<file path="config.mk">
export PLATFORM = sky130hd
export DESIGN_NAME = evo_rst_seq
export DESIGN_NICKNAME = d
export VERILOG_FILES = /design/src/rtl/evo_rst_seq.sv
export SDC_FILE = /design/constraint.sdc
export NUM_CORES = 1
export LEC_CHECK = 0
export ABC_AREA = 1
export CAP_MARGIN = 25
export CORE_UTILIZATION = 30
export CTS_BUF_LIST = sky130_fd_sc_hd__clkbuf_8
export CTS_CLUSTER_SIZE = 14
export DETAILED_ROUTE_END_ITERATION = 8
export HOLD_SLACK_MARGIN = 0.05
export SLEW_MARGIN = 30
export SYNTH_ARGS = -nofsm -noshare
export SYNTH_HDL_FRONTEND = slang
export SYNTH_SLANG_ARGS = --single-unit
</file>
<file path="constraint.sdc">
create_clock -name clk_bsp -period 2.3 [get_ports clk_bsp]
set_input_delay 0.23 -clock clk_bsp [delete_from_list [all_inputs] [get_ports clk_bsp]]
set_output_delay 0.23 -clock clk_bsp [all_outputs]
set_load 0.02 [all_outputs]
</file>
<file path="src/rtl/evo_rst_seq.sv">
// Power/reset sequencer: releases reset domains in ascending order on en1mhz ticks once PLL
// lock is stable, drains them in reverse on a 4-phase software request, drops all on lock loss.
module evo_rst_seq #(
    parameter int NUM_DOMAINS = 4,
    parameter int DELAY_US    = 8,
    parameter int CNT_WIDTH   = 8
) (
    input  logic                   clk_bsp,
    input  logic                   reset_n,
    input  logic                   en1mhz,
    input  logic                   pll_locked,
    input  logic                   sw_rst_req,
    input  logic                   clr_lock_lost,
    output logic [NUM_DOMAINS-1:0] dom_rstn,
    output logic                   sw_rst_ack,
    output logic [1:0]             seq_state,
    output logic                   seq_busy,
    output logic                   lock_lost
);

    localparam int IDX_W = (NUM_DOMAINS > 1) ? $clog2(NUM_DOMAINS) : 1;
    localparam int DLY_I = (DELAY_US < 1) ? 1 : DELAY_US;
    localparam logic [CNT_WIDTH-1:0] DLY      = CNT_WIDTH'(DLY_I);
    localparam logic [CNT_WIDTH-1:0] CNT_ONE  = CNT_WIDTH'(1);
    localparam logic [IDX_W-1:0]     IDX_LAST = IDX_W'(NUM_DOMAINS - 1);
    localparam logic [IDX_W-1:0]     IDX_ONE  = IDX_W'(1);

    typedef enum logic [1:0] {
        ST_HOLD    = 2'd0,
        ST_RELEASE = 2'd1,
        ST_RUN     = 2'd2,
        ST_DRAIN   = 2'd3
    } seq_state_e;

    logic                   lock_meta_r;
    logic                   lock_sync_r;
    seq_state_e             state_r,  state_s;
    logic [IDX_W-1:0]       idx_r,    idx_s;
    logic [CNT_WIDTH-1:0]   cnt_r,    cnt_s;
    logic [NUM_DOMAINS-1:0] dom_r,    dom_s;
    logic                   ack_r,    ack_s;
    logic                   pend_r,   pend_s;
    logic                   lost_r,   lost_s;
    logic                   busy_r,   busy_s;
    logic                   pend_set_s;
    logic                   lock_drop_s;

    // Two-flop synchroniser for the asynchronous PLL lock.
    always_ff @(posedge clk_bsp or negedge reset_n) begin
        if (!reset_n) begin
            lock_meta_r <= 1'b0;
            lock_sync_r <= 1'b0;
        end else begin
            lock_meta_r <= pll_locked;
            lock_sync_r <= lock_meta_r;
        end
    end

    // Sequencer state and registered outputs.
    always_ff @(posedge clk_bsp or negedge reset_n) begin
        if (!reset_n) begin
            state_r <= ST_HOLD;
            idx_r   <= '0;
            cnt_r   <= '0;
            dom_r   <= '0;
            ack_r   <= 1'b0;
            pend_r  <= 1'b0;
            lost_r  <= 1'b0;
            busy_r  <= 1'b1;
        end else begin
            state_r <= state_s;
            idx_r   <= idx_s;
            cnt_r   <= cnt_s;
            dom_r   <= dom_s;
            ack_r   <= ack_s;
            pend_r  <= pend_s;
            lost_r  <= lost_s;
            busy_r  <= busy_s;
        end
    end

    // Next-state logic; lock loss outranks every other event.
    always_comb begin
        state_s     = state_r;
        idx_s       = idx_r;
        cnt_s       = cnt_r;
        dom_s       = dom_r;
        ack_s       = ack_r & sw_rst_req;
        pend_set_s  = sw_rst_req & ~ack_r;
        pend_s      = pend_r;
        lost_s      = clr_lock_lost ? 1'b0 : lost_r;
        lock_drop_s = (state_r != ST_HOLD) && !lock_sync_r;

        if (lock_drop_s) begin
            state_s = ST_HOLD;
            idx_s   = '0;
            dom_s   = '0;
            lost_s  = 1'b1;
            pend_s  = pend_r | pend_set_s;
        end else begin
            case (state_r)
                ST_HOLD: begin
                    dom_s  = '0;
                    idx_s  = '0;
                    pend_s = pend_r | pend_set_s;
                    if (lock_sync_r) begin
                        state_s = ST_RELEASE;
                        cnt_s   = DLY;
                    end else begin
                        state_s = ST_HOLD;
                    end
                end
                ST_RELEASE: begin
                    pend_s = pend_r | pend_set_s;
                    if (en1mhz) begin
                        if (cnt_r == CNT_ONE) begin
                            dom_s[idx_r] = 1'b1;
                            if (idx_r == IDX_LAST) begin
                                // A pending request is acknowledged on arrival in RUN.
                                state_s = ST_RUN;
                                ack_s   = ack_s | pend_s;
                                pend_s  = 1'b0;
                            end else begin
                                idx_s = idx_r + IDX_ONE;
                                cnt_s = DLY;
                            end
                        end else begin
                            cnt_s = cnt_r - CNT_ONE;
                        end
                    end else begin
                        cnt_s = cnt_r;
                    end
                end
                ST_RUN: begin
                    dom_s = '1;
                    if (pend_set_s) begin
                        pend_s  = 1'b1;
                        state_s = ST_DRAIN;
                        idx_s   = IDX_LAST;
                    end else begin
                        state_s = ST_RUN;
                    end
                end
                ST_DRAIN: begin
                    if (en1mhz) begin
                        dom_s[idx_r] = 1'b0;
                        if (idx_r == '0) begin
                            state_s = ST_RELEASE;
                            idx_s   = '0;
                            cnt_s   = DLY;
                        end else begin
                            idx_s = idx_r - IDX_ONE;
                        end
                    end else begin
                        idx_s = idx_r;
                    end
                end
                default: begin
                    state_s = ST_HOLD;
                    idx_s   = '0;
                    dom_s   = '0;
                end
            endcase
        end

        busy_s = (state_s != ST_RUN);
    end

    assign dom_rstn   = dom_r;
    assign sw_rst_ack = ack_r;
    assign seq_state  = state_r;
    assign seq_busy   = busy_r;
    assign lock_lost  = lost_r;

endmodule

</file>
==> results of run 1 <==
[registers in the layout, summed over array words and instances, names as in the netlist]
signal / count
sw_rst_ack: 1
dom_rstn: 4
pend_r: 1
cnt_r: 8
seq_state: 2
lock_sync_r: 1
lock_lost: 1
idx_r: 2
seq_busy: 1
lock_meta_r: 1
[worst max-delay path by stage]
stage,end,slack (ps),depth (start not counted)
after CTS,idx_r[0],380,8
after global placement,cnt_r[7],470,8
after global routing,idx_r[0],140,8
final,idx_r[0],360,8
after floorplan,cnt_r[7],590,8
after detailed placement,idx_r[0],400,8
[placed cells by master, fill, tap and decap left out, drive strengths merged, types with 3 or more instances in the layout]
master	instances
a21oi	11
clkbuf	4
clkdlybuf4s50	14
dfrtp	21
ha	13
inv	30
nand2	71
nand3	16
nand4	4
nor2	15
nor3	3
o21ai	15
[per-stage QoR]
step           utilization, %  cells  power, µW  hold slack, ps
6_report                 36.6    297       1240             306
5_1_grt                  36.6    297       1340             344
4_1_cts                  36.6    297       1250             328
3_5_place_dp             35.5    293        963             345
3_3_place_gp             35.5    293        960             332
2_1_floorplan               -    209        858           -65.6
[metal layers]
metal	vias to the layer above	global-route usage (%)	routed length, µm
li1	701	-	-
met5	-	0	0
met4	0	3.14	34
met2	25	23.1	1590
met1	633	20.0	1690
met3	5	2.14	129
[worst reg2reg max path: cells and delay by family (launching register included)]
family	cells	cell delay, ps
simple gates	3	280
flops	1	440
buf+inv	2	290
fa+ha+maj	1	610
compound gates	2	260
[logic make-up after synthesis]
kind of cell | share of synthesized area (%)
adders and majority gates | 10.2
xor gates and xnor gates | 0.551
muxes | 1.26
AOI/OAI and AO/OA | 11.3
and+or+nand+nor | 33.8
DFF | 34.7
buffers and inverters | 8.26
[cell type report]
| class | count | share of cell area (%) |
|---|---|---|
| Multi-Input combinational cell | 155 | 48.5 |
| Sequential cell | 22 | 29.5 |
| Timing Repair Buffer | 15 | 7.90 |
| Inverter | 31 | 6.43 |
| Tap cell | 70 | 4.69 |
| Clock buffer | 4 | 2.95 |
[power by group through the flow]
stage | Combinational (µW) | Clock (µW) | Sequential (µW)
floorplan | 360 | 0 | 498
global placement | 452 | 0 | 508
detailed placement | 454 | 0 | 509
CTS | 455 | 298 | 501
global route | 519 | 312 | 512
finish | 454 | 289 | 500
==> results.yml, run 1 <==
status:
  outcome: "finished, final reports clean"
logic_synthesis:
  synth_flop_cell: "dfrtp_1"
  yosys.cell_count.top_type: "nand2_1"
  synth_common_cells: "nand2_1, inv_1, dfrtp_1"
  syn_avg_cell_area_um2: 7.61
  syn-cell-area_mm2: 0.00159
  synth_area_leaders: "dfrtp_1, nand2_1, ha_1, inv_1, nand3_1"
  ys_warn_count: 0
  synth-seq-area-share_pct: 34.7
  synth-edff-count: 0
  syn_inst: 209
  synth_cell_type_count: 28
  ys_seq_elements: 22
  async_reset_ff_share_pct: 100
  yosysTopAreaCellShare_pct: 33.0
  synth_area_leader_cell: "dfrtp_1"
  syn-num-nets: 228
pwr:
  clockPowerShare_pct: 23.2
  internal_power_uw: 757
  power_density_mw_per_mm2: 665
  combPwrFrac_pct: 36.5
  irDropWorstVdd_v: 0.000289
  p_sw_uw: 487
  p_leak_uw: 0.000961
  seqPwrFrac_pct: 40.2
  p_sw_share_pct: 39.1
global_routing:
  grt_max_degree: 23
  grt_pass1_vias: 1327
  grt_pass1_wl_um: 6150
  antenna_found_initial: 0
  grt.total_usage_pct: 14.2
  overflow: 0
place:
  dpl_cell_area_mm2: 0.00181
  port_buffers: 14
  place.gp.congestion: 0.926
  place_hpwl_um: 2600
  dpl_worst_slack_ps: 399
route:
  wl_per_cell_um: 11.6
  antenna_left: 0
  firstDrtPassIters: 4
  drt_iter0_markers: 107
  drc: 0
  wl_um: 3450
  via_per_inst: 4.59
  vias: 1364
final_layout:
  final_net_count: 247
  fin_area_mm2: 0.00187
  seq_area_um2: 552
  final_layout_size_suffix_gt1_share_pct: 11.9
  multi_input_area_um2: 907
  diodes: 0
  n_fill_cell: 561
  syn2layout_area_growth_pct: 17.5
die:
  fp.dieW_um: 74.8
  start_util_pct: 31.1
  io-pin-count: 15
  die-area_mm2: 0.00560
  fp-row-count: 26
  die_y_um: 74.8
  coreArea_mm2: 0.00511
cts:
  clkTransAtPathRegs_ps: 90
  htree_levels: 1
  hold_buffers: 0
  cts_root_buffer: "clkbuf_8"
  cts_setup_buffers: 0
  cts.sinks: 22
  numCtsBuffers: 3
  clock_path_buffers: 2
  cts_tree: "done"
  post_cts_resized: 0
  clk_latency_ps: 270
critical_path:
  arrival_ps: 2150
  startpoint: "seq_state[1]"
  r2r_start: "seq_state[1]"
  cp-end-kind: "register"
  crit_chain: "inv_1, ha_1, inv_2, o21ai_0, a21oi_1, nor3_1, nand2_1, nand2_1"
  reg2reg_slack_ps: 360
  reg2reg_depth: 8
  cp-start-kind: "register"
  path_class: "reg2reg"
  critPathMaxFanout: 14
  required_ps: 2510
  crit_path_frequent_cell: "nand2_1"
  critPathSlowestCell: "ha_1"
  path_buf_inv: 2
  critPathTopFamily: "adder cells"
  cpPeakStageDelay_ps: 600
  r2r_end: "idx_r[0]"
sta:
  relSlewSlack_pct: 55.2
  tightest_slew_ps: 672
  tns_ps: 0
  slew_violations: 0
  min_period_ps: 1940
  finalHoldViolations: 0
  fin_ws_ps: 363
  setup_viol: 0
  period_share_pct: 84.2
  finClkSkew_ps: 2.81
  grt_setup_unrepaired: "no"
  max_freq_mhz: 516
worst_hold_path:
  hp-class: "in2async"
run:
  maxCapViolCount: 0
No activity file was read; power rests on OpenSTA's default activity.
==> run 2: changes to the inputs <==
- clock period: 2.3 -> 1.7 ns (I/O delays scaled with it)
==> run 2 against run 1 <==
Net effect:
- largest cell class unchanged
- via count stayed put
- non-clock buffer count is 8 higher
- routed wire length is 0.64% lower
- sequential power is 35% higher
- cell count is 2.7% higher
- worst hold slack worse by 54 ps
==> results.yml, run 2 (synthesis results as in run 1) <==
route:
  firstDrtPassIters: 4
  antenna_left: 0
  drt_iter0_markers: 27
  wl_um: 3420
  via_per_inst: 4.47
  wl_per_cell_um: 11.2
  drc: 0
  vias: 1364
die:
  fp-row-count: 26
  die_y_um: 74.8
  io-pin-count: 15
  die-area_mm2: 0.00560
  coreArea_mm2: 0.00511
  start_util_pct: 31.1
  fp.dieW_um: 74.8
final_layout:
  final_net_count: 255
  regMostFlops: "cnt_r"
  largest_register_ffs: 8
  syn2layout_area_growth_pct: 21.2
  final_util_pct: 37.7
  final_common_cell: "nand2_1"
  n_fill_cell: 556
  diodes: 0
  final_layout_size_suffix_gt1_share_pct: 16.2
  final_cell_mix: "nand2_1, inv_1, dfrtp_1"
cts:
  cts_tree: "done"
  htree_levels: 1
  cts_root_buffer: "clkbuf_8"
  cts.sinks: 22
  numCtsBuffers: 3
  clkTransAtPathRegs_ps: 80
  clock_path_buffers: 2
  clk_latency_ps: 270
  hold_buffers: 0
global_routing:
  gr-usage-met1_pct: 19.1
  grt_max_degree: 23
  grt_pass1_wl_um: 6160
  use_met3_pct: 2.01
  top_usage_layer: "met2"
  grt_pass1_vias: 1344
  antenna_found_initial: 0
  overflow: 0
  grt_util_met2_pct: 24.2
  grt.total_usage_pct: 14.5
place:
  place_hpwl_um: 2670
  port_buffers: 14
  place.gp.congestion: 0.849
status:
  outcome: "finished, final reports clean"
critical_path:
  cp-end-kind: "output pin"
  reg2reg_depth: 7
  arrival_ps: 1440
  critPathMaxFanout: 5
  path_class: "reg2out"
  required_ps: 1530
  cp-start-kind: "register"
pwr:
  p_leak_uw: 0.000993
  irDropWorstVdd_v: 0.000309
  power_density_mw_per_mm2: 846
run:
  maxCapViolCount: 0
worst_hold_path:
  hp-class: "in2async"
sta:
  tightest_slew_ps: 292
  max_freq_mhz: 621
  grt_setup_unrepaired: "yes"
  finClkSkew_ps: 9.18
  min_period_ps: 1610
  period_share_pct: 94.8
  slew_violations: 0
  relSlewSlack_pct: 80.5
  finalHoldViolations: 0
  timing.hold.ws_ps: 252
  setup_viol: 0
==> run 2: cell count changes in the layout (fill, tap and decap cells not counted) <==
| cell | previous run | this run |
|---|---|---|
| dfrtp_2 | 0 | 2 |
| inv_1 | 28 | 29 |
| buf_4 | 1 | 9 |
| dfrtp_1 | 21 | 19 |
| ha_1 | 13 | 11 |
| o21ai_0 | 11 | 10 |
| clkbuf_8 | 4 | 3 |
| o21ai_1 | 4 | 5 |
| ha_2 | 0 | 2 |
==> run 2: cell type report <==
cell class / count / area [µm²] / area share [%]
Clock buffer: 3 / 41.3 / 2.14
Multi-Input combinational cell: 155 / 912 / 47.3
Sequential cell: 22 / 554 / 28.8
Tap cell: 70 / 87.6 / 4.55
Inverter: 31 / 120 / 6.23
Clock inverter: 1 / 3.75 / 0.195
Timing Repair Buffer: 23 / 208 / 10.8
==> run 2: where the power goes <==
group          switching [µW]  internal, µW  leakage, µW
logic                     384           239     0.000683
registers                80.4           593     0.000283
clock network             173           162    0.0000269
==> run 2: routing by layer <==
metal | vias to the layer above | part of all wire (%)
met5 | - | 0
met4 | 0 | 1.6
met3 | 4 | 1.7
met2 | 12 | 46
met1 | 629 | 50
li1 | 719 | -
==> run 2: through the flow <==
stage          setup slack, ps  instance area (µm²)  total power [µW]  TNS, ps  instances
2_1_floorplan             66.9                 1590              1160        0        209
3_3_place_gp               129                 1870              1300        0        300
3_5_place_dp              87.7                 1870              1310        0        300
4_1_cts                   75.9                 1910              1660        0        304
5_1_grt                  -14.6                 1930              1780    -28.5        305
6_report                  88.6                 1930              1630        0        305
==> run 2: critical path, cell delays in order, from the launching register on <==
cell	delay [ps]
dfrtp_1	420
buf_4	160
clkdlybuf4s50_1	600
==> run 2: path summary, 6_finish.rpt <==
check,startpoint,to,slack (ps)
worst max-delay path,seq_state[0],seq_state[0],90
worst min-delay path,reset_n,cnt_r[4],250
worst max register to register,seq_state[0],cnt_r[7],150
worst min register to register,lock_meta_r,lock_sync_r,360
max in group asynchronous,reset_n,seq_busy,1160
min in group clk_bsp,pll_locked,lock_meta_r,340
==> run 2: timing repair <==
action	4_1_cts	5_1_grt
resized for setup	0	4
buffers inserted	0	1
setup endpoints to repair	0	11
==> RTL edit (settings of run 1) <==
The parameter `NUM_DOMAINS` goes from 4 to 2.
--- a/src/rtl/evo_rst_seq.sv
+++ b/src/rtl/evo_rst_seq.sv
@@ -2,5 +2,5 @@
 // lock is stable, drains them in reverse on a 4-phase software request, drops all on lock loss.
 module evo_rst_seq #(
-    parameter int NUM_DOMAINS = 4,
+    parameter int NUM_DOMAINS = 2,
     parameter int DELAY_US    = 8,
     parameter int CNT_WIDTH   = 8
Interface: changed (resized dom_rstn); port bits go from 15 to 13. No check against the original RTL was run, so the function may have changed too.
==> RTL edit against run 1 <==
Routed wire length shrank 24%. Power grew 2.2%. Count of clock-buffer cells in the layout is 1 lower. Sequential cell count down 3. Synthesized area is 18% lower. Final area down 17%. Combinational power up 24%. Worst setup slack better by 0.29 ns. Synthesized cell count fell by 15%. Critical path type unchanged. Highest routed layer unchanged.
==> RTL edit: results (changes against run 1) <==
| Metric | Value |
|---|---|
| Outcome | finished clean |
| Met3 global-route usage | 2.00% (-0.14 points) |
| Post-Syn Nets | 190 (-17%) |
| CTS buffer count | 3 (unchanged) |
| Antenna cells | 0 (unchanged) |
| Sequential Area | 477 µm² (-14%) |
| Area after DPL | 1500 µm² (-17%) |
| Final hold slack | 0.305 ns (-0.00149 ns) |
| Slew headroom | 83.2% (+28 points) |
| Via count | 1131 (-17%) |
| Clk slew on worst S/H paths | 0.07 ns (-0.02 ns) |
| Number of port buffers | 12 (-2) |
| Top delay family on crit path | simple AND/OR/NAND/NOR gates |
| Via/cell ratio | 4.64 (+0.93%) |
| Fill cell count | 438 (-22%) |
| Root Driver | clkbuf_8 |
| Clk buf depth | 2 (unchanged) |
| Final nets | 208 (-16%) |
| Crit path max fanout | 8 (-6) |
| Leak | 0.000771 µW (-20%) |
| Setup ws final | 0.656 ns (+0.293 ns) |
| Post-DP HPWL | 2020 µm (-22%) |
| WL final | 2600 µm (-24%) |
| Peak VDD IR | 0.289 mV (about the same) |
| Gpl congestion | 0.899 (-3.0%) |
| Post-Syn Area per Cell | 7.40 µm² (-2.7%) |
| M1 GR Usage | 17.0% (-3.0 points) |
| Vias in the first global route | 1014 (-24%) |
| Number of DRC markers in iteration 0 | 76 (-29%) |
| # placed instances | 240 (-18%) |
| Hold crit path type | in -> async |
| Worst-path cell with the longest stage delay | dfrtp_1 |
| Synth cell count leaders | 46 x nand2_1, 19 x inv_1, 18 x dfrtp_1 |
| Postcts setup bufs | 0 (unchanged) |
| Top reg by flops | cnt_r |
| Layout cell share with drive strength beyond 1 | 17.5% (+5.6 points) |
| Total negative setup slack | 0 ns (unchanged) |
| Clock Latency Late Sink | 0.25 ns (-0.02 ns) |
| Clock Skews | 0.00422 ns (+0.00141 ns) |
| Seq/Total Area, Yosys | 36.4% (+1.7 points) |
| Met2 GRT Util | 20.6% (-2.5 points) |
| Total GRT Usage | 12.5% (-1.7 points) |
| Largest cells by area after synthesis | dfrtp_1 34%, nand2_1 13%, ha_1 6.7% |
| Worst stage delay on the critical path | 0.43 ns (-0.17 ns) |
| Yosys cell types | 27 (-3.6%) |
| Synth Flop Type | dfrtp_1 |
| Largest net degree at the start of global routing | 20 (-13%) |
| Global-route wire length before repair | 4390 µm (-29%) |
[RTL edit: cell types whose count changed in the layout (fill, tap and decap cells not counted), moves of 3 or more]
| cell | run 1 | this run |
|---|---|---|
| nand2_1 | 62 | 46 |
| inv_2 | 1 | 10 |
| inv_1 | 28 | 20 |
| ha_1 | 13 | 7 |
| nor2_1 | 10 | 15 |
| a21oi_1 | 10 | 6 |
| nor2_2 | 0 | 4 |
| o21ai_0 | 11 | 7 |
| dfrtp_1 | 21 | 18 |
[RTL edit: layout make-up]
| class | count | share of cell area, % |
|---|---|---|
| Sequential cell | 19 | 30.8 |
| Tap cell | 50 | 4.04 |
| Clock inverter | 1 | 0.243 |
| Timing Repair Buffer | 14 | 8.73 |
| Clock buffer | 3 | 2.67 |
| Inverter | 29 | 7.03 |
| Multi-Input combinational cell | 128 | 46.5 |
[RTL edit: final timing paths]
path,startpoint,end,cells past startpoint
max in group asynchronous,reset_n,seq_busy,2
hold / removal,reset_n,seq_state[1],2
min in group clk_bsp,lock_meta_r,lock_sync_r,0
hold reg to reg,lock_meta_r,lock_sync_r,0
setup / recovery,seq_state[1],cnt_r[1],10
setup reg to reg,seq_state[1],cnt_r[1],10
[RTL edit: cells by family after synthesis]
| logic type | Yosys count | share of synthesized area (%) |
|---|---|---|
| xor+xnor | 1 | 0.669 |
| fa+ha+maj | 7 | 6.69 |
| buf+inv | 30 | 8.69 |
| simple gates | 100 | 39.4 |
| compound gates | 20 | 8.12 |
| flops | 19 | 36.4 |
[RTL edit: routing by layer]
layer | up-vias | share of wire, %
met5 | - | 0
met4 | 0 | 0.23
met3 | 2 | 2.8
met2 | 20 | 46
met1 | 510 | 51
li1 | 599 | -
[RTL edit: where the power goes]
group	switching (µW)	total [µW]	internal, µW
registers	76.0	481	405
clock network	108	226	118
logic	357	563	206
total	541	1270	729
